[config.mk]
export PLATFORM = sky130hd
export DESIGN_NAME = nibble_serial_adder
export DESIGN_NICKNAME = d
export VERILOG_FILES = /design/src/rtl/nibble_serial_adder_pkg.sv /design/src/rtl/full_adder_4bit_ripple.sv /design/src/rtl/nibble_serial_adder.sv
export SDC_FILE = /design/constraint.sdc
export NUM_CORES = 1
export LEC_CHECK = 0
export BUFFER_PORTS_ARGS = -buffer_cell sky130_fd_sc_hd__buf_2
export CAP_MARGIN = 20
export CELL_PAD_IN_SITES_DETAIL_PLACEMENT = 1
export CELL_PAD_IN_SITES_GLOBAL_PLACEMENT = 1
export CORE_ASPECT_RATIO = 1.75
export CORE_MARGIN = 2
export CORE_UTILIZATION = 33
export CTS_BUF_LIST = sky130_fd_sc_hd__clkbuf_8
export DETAILED_ROUTE_END_ITERATION = 6
export PLACE_DENSITY = 0.75
export SYNTH_ARGS = -nofsm -noshare
export SYNTH_HDL_FRONTEND = slang
export SYNTH_SLANG_ARGS = --single-unit
[constraint.sdc]
create_clock -name clk -period 7.41 [get_ports clk]
set_input_delay 1.482 -clock clk [delete_from_list [all_inputs] [get_ports clk]]
set_output_delay 1.482 -clock clk [all_outputs]
set_load 0.05 [all_outputs]
[src/rtl/nibble_serial_adder_pkg.sv]
// Shared definitions for the nibble-serial adder: slice width, FSM states,
// and the index-width helper.
package adder_pkg;

    localparam int NIB_W = 4;

    typedef enum logic [1:0] {
        IDLE = 2'd0,
        RUN  = 2'd1,
        DONE = 2'd2
    } state_t;

    // Ceiling log2; clog2(1) = 0.
    function automatic int clog2(input int n);
        int r;
        r = 0;
        while ((1 << r) < n) r++;
        return r;
    endfunction

    // Nibble index width, never narrower than one bit.
    function automatic int idx_width(input int n);
        return (n <= 1) ? 1 : clog2(n);
    endfunction

endpackage

[src/rtl/full_adder_4bit_ripple.sv]
// 4-bit ripple-carry adder: s = a + b + ci, co = carry out of bit 3.
module full_adder_4bit_ripple
    import adder_pkg::*;
(
    output logic [NIB_W-1:0] s,
    output logic             co,
    input  logic [NIB_W-1:0] a,
    input  logic [NIB_W-1:0] b,
    input  logic             ci
);

    logic [NIB_W:0] c;

    // Chain of full adders, carry rippling from bit 0 upward.
    always_comb begin
        c    = '0;
        s    = '0;
        c[0] = ci;
        for (int i = 0; i < NIB_W; i++) begin
            s[i]   = a[i] ^ b[i] ^ c[i];
            c[i+1] = (a[i] & b[i]) | (c[i] & (a[i] ^ b[i]));
        end
        co = c[NIB_W];
    end

endmodule

[src/rtl/nibble_serial_adder.sv]
// Multi-cycle WIDTH-bit adder built around one shared 4-bit ripple adder.
// Nibbles are processed LSB first; the carry is registered between nibbles.
module nibble_serial_adder
    import adder_pkg::*;
#(
    parameter  int NIBBLES = 4,
    localparam int WIDTH   = NIB_W * NIBBLES
) (
    input  logic             clk,
    input  logic             rst,
    input  logic             in_valid,
    output logic             in_ready,
    input  logic [WIDTH-1:0] a,
    input  logic [WIDTH-1:0] b,
    input  logic             cin,
    output logic             out_valid,
    input  logic             out_ready,
    output logic [WIDTH-1:0] sum,
    output logic             cout,
    output logic             ovf
);

    localparam int               IDX_W = idx_width(NIBBLES);
    localparam logic [IDX_W-1:0] LAST  = IDX_W'(NIBBLES - 1);

    state_t                        state;
    logic [NIBBLES-1:0][NIB_W-1:0] a_q, b_q, sum_q;
    logic [IDX_W-1:0]              idx;
    logic                          carry;
    logic [NIB_W-1:0]              a_nib, b_nib, s_nib;
    logic                          co_nib;

    assign in_ready = (state == IDLE) && !rst;
    assign sum      = sum_q;

    // Route the current operand nibbles to the shared adder.
    always_comb begin
        a_nib = '0;
        b_nib = '0;
        for (int k = 0; k < NIBBLES; k++) begin
            if (idx == IDX_W'(k)) begin
                a_nib = a_q[k];
                b_nib = b_q[k];
            end
        end
    end

    full_adder_4bit_ripple u_add (
        .s  (s_nib),
        .co (co_nib),
        .a  (a_nib),
        .b  (b_nib),
        .ci (carry)
    );

    // Sequencer: accept operands, step one nibble per cycle, hold result until taken.
    always_ff @(posedge clk) begin
        if (rst) begin
            state     <= IDLE;
            a_q       <= '0;
            b_q       <= '0;
            sum_q     <= '0;
            cout      <= 1'b0;
            ovf       <= 1'b0;
            out_valid <= 1'b0;
            idx       <= '0;
            carry     <= 1'b0;
        end else begin
            case (state)
                IDLE: begin
                    if (in_valid && in_ready) begin
                        a_q   <= a;
                        b_q   <= b;
                        carry <= cin;
                        idx   <= '0;
                        state <= RUN;
                    end
                end
                RUN: begin
                    // Only the nibble under the index is written; upper nibbles
                    // keep the previous result until their turn.
                    for (int k = 0; k < NIBBLES; k++) begin
                        if (idx == IDX_W'(k)) sum_q[k] <= s_nib;
                    end
                    carry <= co_nib;
                    if (idx == LAST) begin
                        cout      <= co_nib;
                        // Same-sign operands producing a different-sign result.
                        ovf       <= (a_q[NIBBLES-1][NIB_W-1] == b_q[NIBBLES-1][NIB_W-1]) &&
                                     (s_nib[NIB_W-1] != a_q[NIBBLES-1][NIB_W-1]);
                        idx       <= '0;
                        out_valid <= 1'b1;
                        state     <= DONE;
                    end else begin
                        idx <= idx + IDX_W'(1);
                    end
                end
                DONE: begin
                    if (out_ready) begin
                        out_valid <= 1'b0;
                        state     <= IDLE;
                    end
                end
                default: state <= IDLE;
            endcase
        end
    end

endmodule

==> results of run 1 <==
## sequential cells by signal, indices dropped and copies added, names as in the netlist
name       count
carry          1
cout           1
b_q           16
out_valid      1
idx            2
ovf            1
a_q           16
state          2
sum           16
## power groups by stage
| stage | Combinational [mW] | Sequential [mW] | Clock, mW |
|---|---|---|---|
| after floorplan | 0.0588 | 0.336 | 0 |
| after global placement | 0.0908 | 0.328 | 0 |
| after detailed placement | 0.0956 | 0.328 | 0 |
| after CTS | 0.0958 | 0.321 | 0.176 |
| after global routing | 0.106 | 0.323 | 0.188 |
| final | 0.0949 | 0.321 | 0.171 |
## path summary, 6_finish.rpt
kind / from / end / slack (ns) / cells after the start
worst max-delay path: rst / in_ready / 3.81 / 3
worst min-delay path: a_q[7] / a_q[7] / 0.46 / 2
worst max register to register: idx[0] / ovf / 3.81 / 14
worst min register to register: a_q[7] / a_q[7] / 0.46 / 2
## layer usage
layer	GRT usage, %	up-vias	routed length, um
met4	5.65	0	121
li1	-	1091	-
met5	0	-	0
met1	17.2	1006	2460
met2	28.5	37	3300
met3	2.94	8	201
## synth_stat cells (all sizes together), types with 5 or more instances
cell type	count
a211oi	9
a21oi	52
and3b	5
buf	12
clkbuf	13
dfxtp	56
inv	15
mux2i	10
nand2	73
nor2	25
o21ai	8
## cells by family (layout without fill, tap and decap cells)
kind of cell	after synthesis	in the layout	share of synthesized area, %
compound gates	79	79	17.8
simple gates	114	114	20.1
fa+ha+maj	8	8	5.16
buf+inv	40	82	8.54
flops	56	56	44.5
mux	10	10	3.97
## per-stage QoR
stage	utilization [%]	std cells	setup slack [ns]
final	38.8	437	3.81
after detailed placement	37.3	428	3.23
after global routing	38.8	437	3.53
after floorplan	-	307	3.21
after CTS	38.5	436	3.23
after global placement	37.0	427	3.28
## worst max-delay path: stages
cell	delay, ns
buf_2	0.17
nor3_1	0.16
buf_2	0.30
## final cells by class
class / count / area, um2
well taps: 88 / 110
repair buffers: 59 / 335
multi-input cells: 211 / 1180
inverters: 15 / 56.3
clock inverters: 2 / 7.51
fillers: 952 / 4570
flip-flops and latches: 56 / 1120
clock buffers: 6 / 82.6
==> metrics.md, run 1 <==
| Metric | Value |
|---|---|
| Row count | `42` |
| Library cells used by synthesis | `26` |
| Setup Buffers After CTS | `0` |
| P_leak | `1.16 nW` |
| Clock root cell | `clkbuf_8` |
| ANT nets after route | `0` |
| Worst-path clk slew | `0.09 ns` |
| Pint | `~0.42 mW` |
| Skew-Pair Late Insertion Delay | `0.31 ns` |
| Net switching power | `about 0.16 mW` |
| CTS max path bufs | `2` |
| Top FF cell, synth | `dfxtp_1` |
| Final wirelength | `6.08 mm` |
| RSZ-0062 raised after global routing | `no` |
| I/O Buffers | `56` |
| Final period utilization | `between 40 and 50%` |
| Final Hold Viols | `0` |
| Final setup violation count | `0` |
| # DRC | `0` |
| Crit path DAT | `2.12 ns` |
| Share of cells above drive strength 1 | `between 10% and 20%` |
| Clock network fraction of total power | `roughly 29%` |
| Die width | `70.1 um` |
| Mapped cell area | `approximately 2500 um2` |
| Hold WS | `around 0.46 ns` |
| Async S/R FF share, synth | `0%` |
| Post-synth EDFFs | `0` |
| CTS tree | `yes` |
| Clock Skew | `0.00538 ns` |
| Pwr Density | `203 nW/um2` |
| CTS Hold Bufs | `0` |
| Number of global-route vias before repair | `2261` |
| Maximum vdd ir drop | `0.0956 mV` |
| Clk sinks | `between 50 and 60` |
| Data required, critical path | `5.93 ns` |
| Synthesized area per cell | `8.21 um2` |
| Yosys reg bits | `56` |
| Most common cell after layout, fill and taps aside | `nand2_1` |
| Hold Path Class | `flip-flop to flip-flop` |
| Sequential share of power | `54.7%` |
| Register area share after synthesis | `44.5%` |
| Post-Synthesis Cells | `307` |
| Fmax achieved | `278 MHz` |
| Max_cap viols | `0` |
| Core area | `7460 um2` |
| PostCTS Resize Cnt | `0` |
| TritonRoute pass-1 iters | `4` |
| ANT cells | `0` |
| Relative slew margins | `55.0%` |
| Syn_nets | `352` |
| Nets | `between 300 and 400` |
| Drt first-iter violations | `58` |
| Area contributors post-synth | `dfxtp_1, nand2_1, a21oi_1, mux2i_1, nor2_1` |
| WL/cell | `13.9 um` |
| Combinational power share | `16.2%` |
| Warnings, synthesis | `0` |
| Final min period | `around 3.6 ns` |
| Vias | `2142` |
| Final Max Slew Viols | `0` |
| Initial Util | `between 30% and 40%` |
| Routability cong. | `0.731` |
| Die height | `about 120 um` |
| Synth area leader | `dfxtp_1` |
| Worst Path Max Fanout | `9` |
| Total track usage | `between 15 and 20%` |
| # IOs | `57` |
| Critical path capture point type | `output pin` |
| Final Cell Area | `2900 um2` |
| Area added between synthesis and finish | `14.9%` |
| Full die area | `about 8400 um2` |
| Worst-Margin Slew | `0.676 ns` |
| Global-route wire length before repair | `10.4 mm` |
| Pin count of the biggest net entering global routing | `60` |
| CTS buffer count | `5` |
| Critical path type | `primary input to output pin` |
| Post-DP HPWL | `4.46 mm` |
| Leading cell types in the layout, fill and taps excluded | `nand2_1, dfxtp_1, buf_2, a21oi_1, nor2_1` |
| Grt total ovfl | `0` |
| Post-DP Area | `between 2000 and 3000 um2` |
| Via density | `4.90` |
| Switching fraction of total power | `about 28%` |
| Power Total | `0.587 mW` |
| Area share of the largest cell type after synthesis | `44.5%` |
| Setup TNS | `0 ns` |
| Status | `completed` |
| H-tree levels | `2` |
| Element type at the critical path start | `primary input` |
| Antenna violations before repair | `0` |
(Power assumes the default switching activity.)
==> run 2: changes to the inputs <==
clock period = 3.5 ns   (was 7.41 ns; I/O delays follow)
==> metrics.md, run 2 (synthesis results as in run 1) <==
| Metric | Value |
|---|---|
| Status | `completed` |
| Grt total ovfl | `0` |
| CTS tree | `yes` |
| Fin cells | `440` |
| TritonRoute pass-1 iters | `4` |
| CTS max path bufs | `2` |
| CP peak stage delay | `about 0.49 ns` |
| H-tree levels | `2` |
| Crit path DAT | `3.49 ns` |
| Antenna violations before repair | `0` |
| Row count | `42` |
| Share of cells above drive strength 1 | `21.9%` |
| Final period utilization | `92.8%` |
| ANT nets after route | `0` |
| Final core occ | `about two fifths` |
| Total track usage | `approximately 16%` |
| Most common cell after layout, fill and taps aside | `nand2_1` |
| Routability cong. | `0.851` |
| Multi-input combinational cell area | `1190 um2` |
| Full die area | `approximately 8400 um2` |
| Number of global-route vias before repair | `2286` |
| Via density | `~5.0` |
| Final Max Slew Viols | `0` |
| Register area | `about 1100 um2` |
| FF-to-FF path depth | `15` |
| Hold path depth | `2` |
| Element type at the critical path start | `flip-flop` |
| I/O Buffers | `56` |
| Fmax achieved | `308 MHz` |
| Vias | `2186` |
| PnR worst setup slack | `0.250 ns` |
| Initial Util | `33.8%` |
| Nets | `396` |
| # DRC | `0` |
| Max_cap viols | `0` |
| Filler cells | `938` |
| Dpl ws | `0.158 ns` |
| Hold Path Class | `flip-flop to flip-flop` |
| Pwr Density | `between 400 and 500 nW/um2` |
| Final setup violation count | `0` |
| CP max stage cell | `fa_1` |
| Clk sinks | `56` |
| Area added between synthesis and finish | `16.6%` |
| Relative slew margins | `59.5%` |
| Worst Path Max Fanout | `9` |
| # IOs | `57` |
| Maximum vdd ir drop | `0.177 mV` |
| Die height | `120 um` |
| Core area | `7460 um2` |
| Critical path type | `flip-flop to flip-flop` |
| Setup Buffers After CTS | `0` |
| Worst-Margin Slew | `0.607 ns` |
| CTS buffer count | `5` |
| Post-DP HPWL | `4.83 mm` |
| P_leak | `~1.2 nW` |
| ANT cells | `0` |
| Final Hold Viols | `0` |
| Data required, critical path | `approximately 3.7 ns` |
| Clock Skew | `roughly 0.0088 ns` |
| Drt first-iter violations | `71` |
| WL/cell | `14.4 um` |
| Power Total | `around 1.3 mW` |
| Die width | `around 70 um` |
| Pin count of the biggest net entering global routing | `59` |
| Worst-path clk slew | `0.10 ns` |
| CTS Hold Bufs | `0` |
| Final min period | `3.25 ns` |
| Placed cells | `between 400 and 500` |
| Leading cell types in the layout, fill and taps excluded | `nand2_1, buf_2, dfxtp_1, a21oi_1, nor2_1` |
| Critical path capture point type | `flip-flop` |
| Hold WS | `0.461 ns` |
| Skew-Pair Late Insertion Delay | `0.32 ns` |
| CP delay by family, top | `adder cells` |
| CP cell instances | `inv_1 -> ha_2 -> nand2_1 -> o21ai_1 -> a22oi_1 -> fa_1 -> inv_1 -> fa_1 -> inv_1 -> fa_1 -> inv_1 -> fa_1 -> and3b_1 -> a21oi_1 -> a211oi_1` |
| Global-route wire length before repair | `10.7 mm` |
| Clock root cell | `clkbuf_8` |
| Final wirelength | `6.33 mm` |
| WP buf/inv | `4` |
| Worst path depth | `15` |
| PostCTS Resize Cnt | `0` |
## run 2: worst min-delay path, delay by kind of cell, from the launching register on
kind	cells	cell delay [ns]
AO/OA/AOI/OAI	1	0.05
AND/OR/NAND/NOR	1	0.05
flip-flops	1	0.32
## run 2: stage by stage
stage | instance area (um2) | TNS, ns
6_report | 2940 | 0
3_5_place_dp | 2820 | 0
2_1_floorplan | 2520 | 0
4_1_cts | 2930 | 0
5_1_grt | 2940 | -0.00241
3_3_place_gp | 2790 | 0
## run 2: power breakdown
| part | switching (mW) | total, mW | internal, mW |
|---|---|---|---|
| clock network | 0.209 | 0.421 | 0.212 |
| logic | 0.124 | 0.200 | 0.0759 |
| registers | 0.0200 | 0.683 | 0.663 |
## run 2: final timing paths
| kind | from | to | slack, ns |
|---|---|---|---|
| worst min-delay path | b_q[10] | b_q[10] | 0.46 |
| worst max register to register | idx[0] | ovf | 0.25 |
| worst min register to register | b_q[10] | b_q[10] | 0.46 |
| worst max-delay path | idx[0] | ovf | 0.25 |
## run 2: final cells by class
class	instances	share of cell area, %
tap	88	3.75
sequential	56	38.2
clock buffer	5	2.34
clock inverter	3	1.45
inverter	15	1.92
timing repair buffer	62	11.7
multi-input combinational	211	40.6
## run 2: metal layers
layer | global-route usage, % | part of all wire, % | wire [um]
met5 | 0 | 0 | 0
met4 | 6.49 | 3.0 | 188
met3 | 3.27 | 3.4 | 212
met2 | 31.7 | 56 | 3560
met1 | 15.7 | 37 | 2370
